--- src/rtl/fetch_unit.sv ---
// Instruction fetch stage: owns the PC, reads one word per fetch from the
// memory controller, and hands it to the decoder over a valid/ready handshake.
// A read that the controller flags as out of range becomes a sticky fault.
// Branch redirects from downstream override any fetch in progress.
//
// Ports:
//   clk, rst_n     clock, synchronous active-low reset
//   mem_addr       read address to controller (= pc)
//   mem_we         write enable to controller (always 0)
//   mem_data       write data to controller (always 0)
//   mem_value      read data from controller
//   mem_ready      mem_value is valid for mem_addr
//   mem_error      mem_addr is out of range
//   instr          registered fetched instruction
//   instr_valid    instr is valid
//   instr_ready    downstream accepts instr
//   branch_en      single-cycle redirect request
//   branch_target  redirect address
//   pc             address of next or in-flight fetch
//   fault          sticky fetch fault
//   fault_pc       address that faulted
module fetch_unit #(
    parameter int          DATA_WIDTH = 16,
    parameter int          ADDR_WIDTH = 4,
    parameter int unsigned RESET_PC   = 0
) (
    input  logic                  clk,
    input  logic                  rst_n,
    output logic [ADDR_WIDTH-1:0] mem_addr,
    output logic                  mem_we,
    output logic [DATA_WIDTH-1:0] mem_data,
    input  logic [DATA_WIDTH-1:0] mem_value,
    input  logic                  mem_ready,
    input  logic                  mem_error,
    output logic [DATA_WIDTH-1:0] instr,
    output logic                  instr_valid,
    input  logic                  instr_ready,
    input  logic                  branch_en,
    input  logic [ADDR_WIDTH-1:0] branch_target,
    output logic [ADDR_WIDTH-1:0] pc,
    output logic                  fault,
    output logic [ADDR_WIDTH-1:0] fault_pc
);

    typedef enum logic [1:0] {
        S_FETCH,
        S_WAIT,
        S_HOLD,
        S_FAULT
    } state_t;

    localparam logic [ADDR_WIDTH-1:0] PC_RST = ADDR_WIDTH'(RESET_PC);
    localparam logic [ADDR_WIDTH-1:0] PC_ONE = ADDR_WIDTH'(1);

    state_t                  state_q;
    logic [ADDR_WIDTH-1:0]   pc_q;
    logic [DATA_WIDTH-1:0]   instr_q;
    logic                    valid_q;
    logic                    fault_q;
    logic [ADDR_WIDTH-1:0]   fault_pc_q;

    always_ff @(posedge clk) begin
        if (!rst_n) begin
            state_q    <= S_FETCH;
            pc_q       <= PC_RST;
            instr_q    <= '0;
            valid_q    <= 1'b0;
            fault_q    <= 1'b0;
            fault_pc_q <= '0;
        end else begin
            unique case (state_q)
                S_FETCH: begin
                    // Controller has not seen the address yet, so its
                    // ready/error are stale here and ignored.
                    if (branch_en) begin
                        pc_q    <= branch_target;
                        state_q <= S_FETCH;
                    end else begin
                        state_q <= S_WAIT;
                    end
                    valid_q <= 1'b0;
                end
                S_WAIT: begin
                    // Redirect beats both error and data; the read is dropped.
                    if (branch_en) begin
                        pc_q    <= branch_target;
                        valid_q <= 1'b0;
                        state_q <= S_FETCH;
                    end else if (mem_error) begin
                        fault_q    <= 1'b1;
                        fault_pc_q <= pc_q;
                        valid_q    <= 1'b0;
                        state_q    <= S_FAULT;
                    end else if (mem_ready) begin
                        instr_q <= mem_value;
                        valid_q <= 1'b1;
                        pc_q    <= pc_q + PC_ONE;
                        state_q <= S_HOLD;
                    end
                end
                S_HOLD: begin
                    // A redirect drops a not-yet-accepted instruction.
                    if (branch_en) begin
                        pc_q    <= branch_target;
                        valid_q <= 1'b0;
                        state_q <= S_FETCH;
                    end else if (instr_ready) begin
                        valid_q <= 1'b0;
                        state_q <= S_FETCH;
                    end
                end
                S_FAULT: begin
                    valid_q <= 1'b0;
                    state_q <= S_FAULT;
                end
            endcase
        end
    end

    assign mem_addr    = pc_q;
    assign mem_we      = 1'b0;
    assign mem_data    = '0;
    assign instr       = instr_q;
    assign instr_valid = valid_q;
    assign pc          = pc_q;
    assign fault       = fault_q;
    assign fault_pc    = fault_pc_q;

endmodule
--- config.mk ---
export PLATFORM = sky130hd
export DESIGN_NAME = fetch_unit
export DESIGN_NICKNAME = d
export VERILOG_FILES = /design/src/rtl/fetch_unit.sv
export SDC_FILE = /design/constraint.sdc
export NUM_CORES = 1
export LEC_CHECK = 0
export ABC_AREA = 0
export CAP_MARGIN = 10
export CORE_ASPECT_RATIO = 0.6
export CORE_MARGIN = 5
export CORE_UTILIZATION = 30
export CTS_CLUSTER_SIZE = 10
export DETAILED_ROUTE_END_ITERATION = 12
export PLACE_DENSITY_LB_ADDON = 0.25
export SYNTH_ARGS = -nofsm -noshare
export SYNTH_HDL_FRONTEND = slang
export SYNTH_SLANG_ARGS = --single-unit
export TNS_END_PERCENT = 50
--- constraint.sdc ---
create_clock -name clk -period 1.6 [get_ports clk]
set_clock_uncertainty 0.1 [all_clocks]
set_input_delay 0.24 -clock clk [delete_from_list [all_inputs] [get_ports clk]]
set_output_delay 0.24 -clock clk [all_outputs]
set_load 0.02 [all_outputs]
Word level (Yosys, flattened, before mapping)
Cells that the tools add are included.
{"block": "word_totals", "reg_bits": 28, "in_bits": 26, "output_inout_bits": 47, "wordCells": 43}
{"block": "classes", "add_sub_neg": 1, "n_eq_ne": 8, "mux": 18, "n_bitwise": 2, "reduce_logical": 8}
{"op": "two-way mux 4 bit", "n": 4}
{"op": "two-way mux 2 bit", "n": 5}
{"op": "!= test 3 bit (second input constant)", "n": 3}
{"op": "case mux 2 bit (4 select lines)", "n": 1}
{"op": "case mux 4 bit (2 select lines)", "n": 1}
{"op": "AND reduction 4 bit", "n": 2}
{"op": "two-way mux 1 bit", "n": 6}
{"op": "adder 4 x 1 -> 4 bit (second input constant)", "n": 1}
{"op": "equality test 2 bit (second input constant)", "n": 2}
{"op": "!= test 4 bit (second input constant)", "n": 1}
{"op": "OR reduction 2 bit", "n": 2}
{"op": "case mux 1 bit (3 select lines)", "n": 1}
{"op": "AND reduction 3 bit", "n": 1}
{"op": "equality test 2 x 1 -> 1 bit (second input constant)", "n": 1}
{"op": "logical NOT 2 bit", "n": 1}
{"op": "!= test 2 x 1 -> 1 bit (second input constant)", "n": 1}
{"op": "inverter 1 bit", "n": 2}
{"op": "AND reduction 2 bit", "n": 1}
{"op": "nonzero test 2 bit", "n": 1}

Longest topological paths before layout
{"block": "logic_depth", "ltp_word": 5, "mapped_depth": 7, "ltp_nobuf": 4}

Worst setup path before layout
OpenSTA, ideal clock, no wires.
{"block": "synth_path", "path_type": "register to register", "from": "reg state_q[0]", "to": "reg instr_q[0] (netlist: instr[0])", "setup_time_ns": 0.134, "arrival_ns": 1.460, "required_time_ns": 1.366, "slack_ns": -0.094, "stages_incl_launch_ff": 8, "path_buffers": 3, "period_less_slack_ns": 1.694, "path_cell_list": "dfxtp_1 nand2b_1 buf_6 or4b_4 buf_6 buf_6 nand2_1 a21oi_1"}
{"block": "synth_via", "elab_chain_cells": 2}
{"item": "from (decl)", "line_no": "55", "rtl": "state_t state_q;"}
{"item": "from (signal assigned)", "line_no": "64", "rtl": "state_q <= S_FETCH;"}
{"item": "from (signal assigned)", "line_no": "77", "rtl": "state_q <= S_FETCH;"}
{"item": "from (signal assigned)", "line_no": "79", "rtl": "state_q <= S_WAIT;"}
{"item": "equality test 2 x 1 -> 1 bit", "line_no": "71", "rtl": "unique case (state_q)"}
{"item": "AND reduction 4 bit (no source line)"}
{"item": "to (signal assigned)", "line_no": "95", "rtl": "instr_q <= mem_value;"}
{"item": "to (decl)", "line_no": "57", "rtl": "logic [DATA_WIDTH-1:0] instr_q;"}
No other way between the ends.
A chain may end at the register's enable or synchronous reset.

Worst setup path in the final report
{"block": "layout_path", "from": "reg valid_q (netlist: instr_valid)", "to": "out instr_valid"}
{"item": "from (decl)", "line_no": "58", "rtl": "logic valid_q;"}
{"item": "from (signal assigned)", "line_no": "67", "rtl": "valid_q <= 1'b0;"}
{"item": "from (signal assigned)", "line_no": "81", "rtl": "valid_q <= 1'b0;"}
{"item": "from (signal assigned)", "line_no": "87", "rtl": "valid_q <= 1'b0;"}
{"item": "to (decl)", "line_no": "36", "rtl": "output logic instr_valid,"}
No word-level cell between the ends.

==> flow_metrics.tcl <==
set metrics [dict create \
    status "complete, no violations" \
    drcViolationCount 0 \
    synthCells 154 \
    synth_flop_cell "dfxtp_1" \
    comb_power_share 0.171 \
    hold_buffers 0 \
    ys_seq_area_frac 0.426 \
    grt_pass1_vias 1048 \
    wl_per_cell_microns 12.6 \
    async_reset_ff_frac 0 \
    final-hold-violation-count 0 \
    maxCapViolations 0 \
    power_switching_w 0.000381 \
    synth_cell_types 34 \
    intPower_w 0.00118 \
    cts.htree.levels 1 \
    ys_ff_latch 28 \
    slowest_delay_ns 0.61 \
    power_switching_share 0.244 \
    rsz0062_at_grt "no" \
    initial_core_util 0.316 \
    setup_viol 0 \
    cpLargestDelayFamily "buffers and inverters" \
    placed_cells 272 \
    pin_count 73 \
    fp.coreArea_sq_um 4170 \
    clock-root-buffer "clkbuf_8" \
    diodes 0 \
    p_leak_nw 1.11 \
    die_h_microns 61.3 \
    setup_tns_ns 0 \
    clk_path_buf_depth 2 \
    hp-class "input port to flop" \
    hold_ws_ns 0.295 \
    fp.dieW_microns 95.5 \
    area_growth_pct 57.5 \
    yosys.area.top_type "dfxtp_1" \
    portBuffers 55 \
    die-area_sq_um 5850 \
    worstSkewPairLatency_ns 0.28 \
    cts_sinks 28 \
    crit_buf_inv 1 \
    netlist_area_sq_um 1320 \
    drt-initial-drc-count 52 \
    drt-total-wl_mm 3.50 \
    synth.area.top_cells "dfxtp_1, buf_4, nand2_1, a21oi_1, mux2i_1" \
    drive_above_1_share 0.147 \
    crit_fanout 2 \
    vias 1176 \
    max-vdd-ir-drop_uv 390 \
    slowest_stage "clkdlybuf4s50_1" \
    synth_top_area_share 0.426 \
    synth-edff-count 0 \
    power.density_nw_per_um2 753 \
    final-max-slew-violation-count 0 \
    crit_required_ns 1.26 \
    antenna_found_initial 0 \
    cts_buffers 3 \
    start_kind "flop" \
    fin_cells 277 \
    worstSetupPathType "flop to primary output" \
    fin_crit_ns 1.57 \
    finalCritPeriodShare 0.979 \
    clk_pin_slew_worst_paths_ns 0.10 \
    grt_max_degree 18 \
    layout.nets 245 \
    syn_area_per_cell_sq_um 8.54 \
    overflow 0 \
    yosysWarnings 0 \
    grt.total_usage 0.115 \
    r2r_slack_ns 0.09 \
    gp_congestion 0.764 \
    grt_pass1_wl_mm 5.12 \
    via_per_inst 4.25 \
    fmax_mhz 639 \
    cts_tree "yes" \
    dr.pass1.iters 4 \
    crit_path_cell_trace "clkdlybuf4s50_1" \
    arrival_ns 1.23 \
    dp_hpwl_mm 2.65 \
    rows 18 \
    postRouteAntennaNets 0 \
    cp-end-kind "primary output" \
    seq_power_share 0.470 \
    clockPowerShare 0.359 \
]
==> power by group through the flow <==
stage	logic, W	clock network (W)	registers [W]
CTS	0.000262	0.000584	0.000734
finish	0.000266	0.000560	0.000733
global placement	0.000271	0	0.000751
global route	0.000286	0.000596	0.000738
floorplan	0.000150	0	0.000763
detailed placement	0.000271	0	0.000751
==> per-layer routing <==
| metal | vias to the layer above | global-route usage | share of wire |
|---|---|---|---|
| met2 | 45 | 0.157 | 0.40 |
| met5 | - | 0 | 0 |
| met3 | 2 | 0.0598 | 0.10 |
| met4 | 0 | 0.0243 | 0.0049 |
| li1 | 606 | - | - |
| met1 | 523 | 0.159 | 0.50 |
==> cell families after synthesis <==
family                     after synthesis  synth area share
muxes                                    6            0.0466
other                                    1           0.00285
AOI/OAI and AO/OA                       32             0.137
DFF                                     28             0.426
buffers and inverters                   30             0.164
adders and majority gates                1           0.00951
and+or+nand+nor                         56             0.214
==> final timing paths <==
path	cells after the start	to	from
setup / recovery	1	instr_valid	instr_valid
hold / removal	4	state_q[0]	branch_en
setup reg to reg	5	instr[14]	state_q[1]
hold reg to reg	2	instr[1]	instr[1]
==> synth_stat cells (2+ instances only) <==
cell type / number
buf_4: 21
a21oi_1: 22
o21ai_0: 3
mux2i_1: 5
clkbuf_1: 2
nor2_1: 10
o211ai_1: 2
buf_6: 3
o31ai_1: 2
nand2_1: 33
dfxtp_1: 28
==> state kept, by name, summed over array words and instances (netlist names) <==
| signal | flops |
|---|---|
| instr | 16 |
| mem_addr | 4 |
| instr_valid | 1 |
| fault | 1 |
| fault_pc | 4 |
| state_q | 2 |
==> through the flow <==
stage	util	area (sq um)	total power [W]	setup WS [ns]
after floorplan	-	1380	0.000913	-0.0169
after global placement	0.461	1920	0.00102	-0.264
after detailed placement	0.461	1920	0.00102	-0.278
after CTS	0.475	1980	0.00158	0.00399
after global routing	0.497	2070	0.00162	0.00242
final	0.497	2070	0.00156	0.0343
==> layout make-up <==
| class | instances | area [sq um] |
|---|---|---|
| fill | 410 | 2100 |
| tap | 60 | 75.1 |
| clock inverter | 1 | 30.0 |
| sequential | 28 | 566 |
| multi-input combinational | 112 | 613 |
| timing repair buffer | 71 | 738 |
| inverter | 2 | 7.51 |
| clock buffer | 3 | 41.3 |
==> placed cells by master (no fill, tap or decap), drive strengths merged, types with 2 or more instances in the layout <==
cell,count
clkdlybuf4s50,28
nor2,10
dlygate4sd2,8
dfxtp,28
nand2,33
o21ai,4
o31ai,2
conb,17
nor4b,2
dlymetal6s2s,19
a21oi,23
nor3b,2
clkbuf,4
mux2i,5
o211ai,2
buf,15
==> timing repair <==
| item | CTS | global route |
|---|---|---|
| buffers inserted | 0 | 1 |
| cloned | 0 | 1 |
| pin swaps | 0 | 2 |
| resized for setup | 8 | 24 |
| endpoints found under the setup margin | 8 | 37 |
No activity file was read; power rests on OpenSTA's default activity.
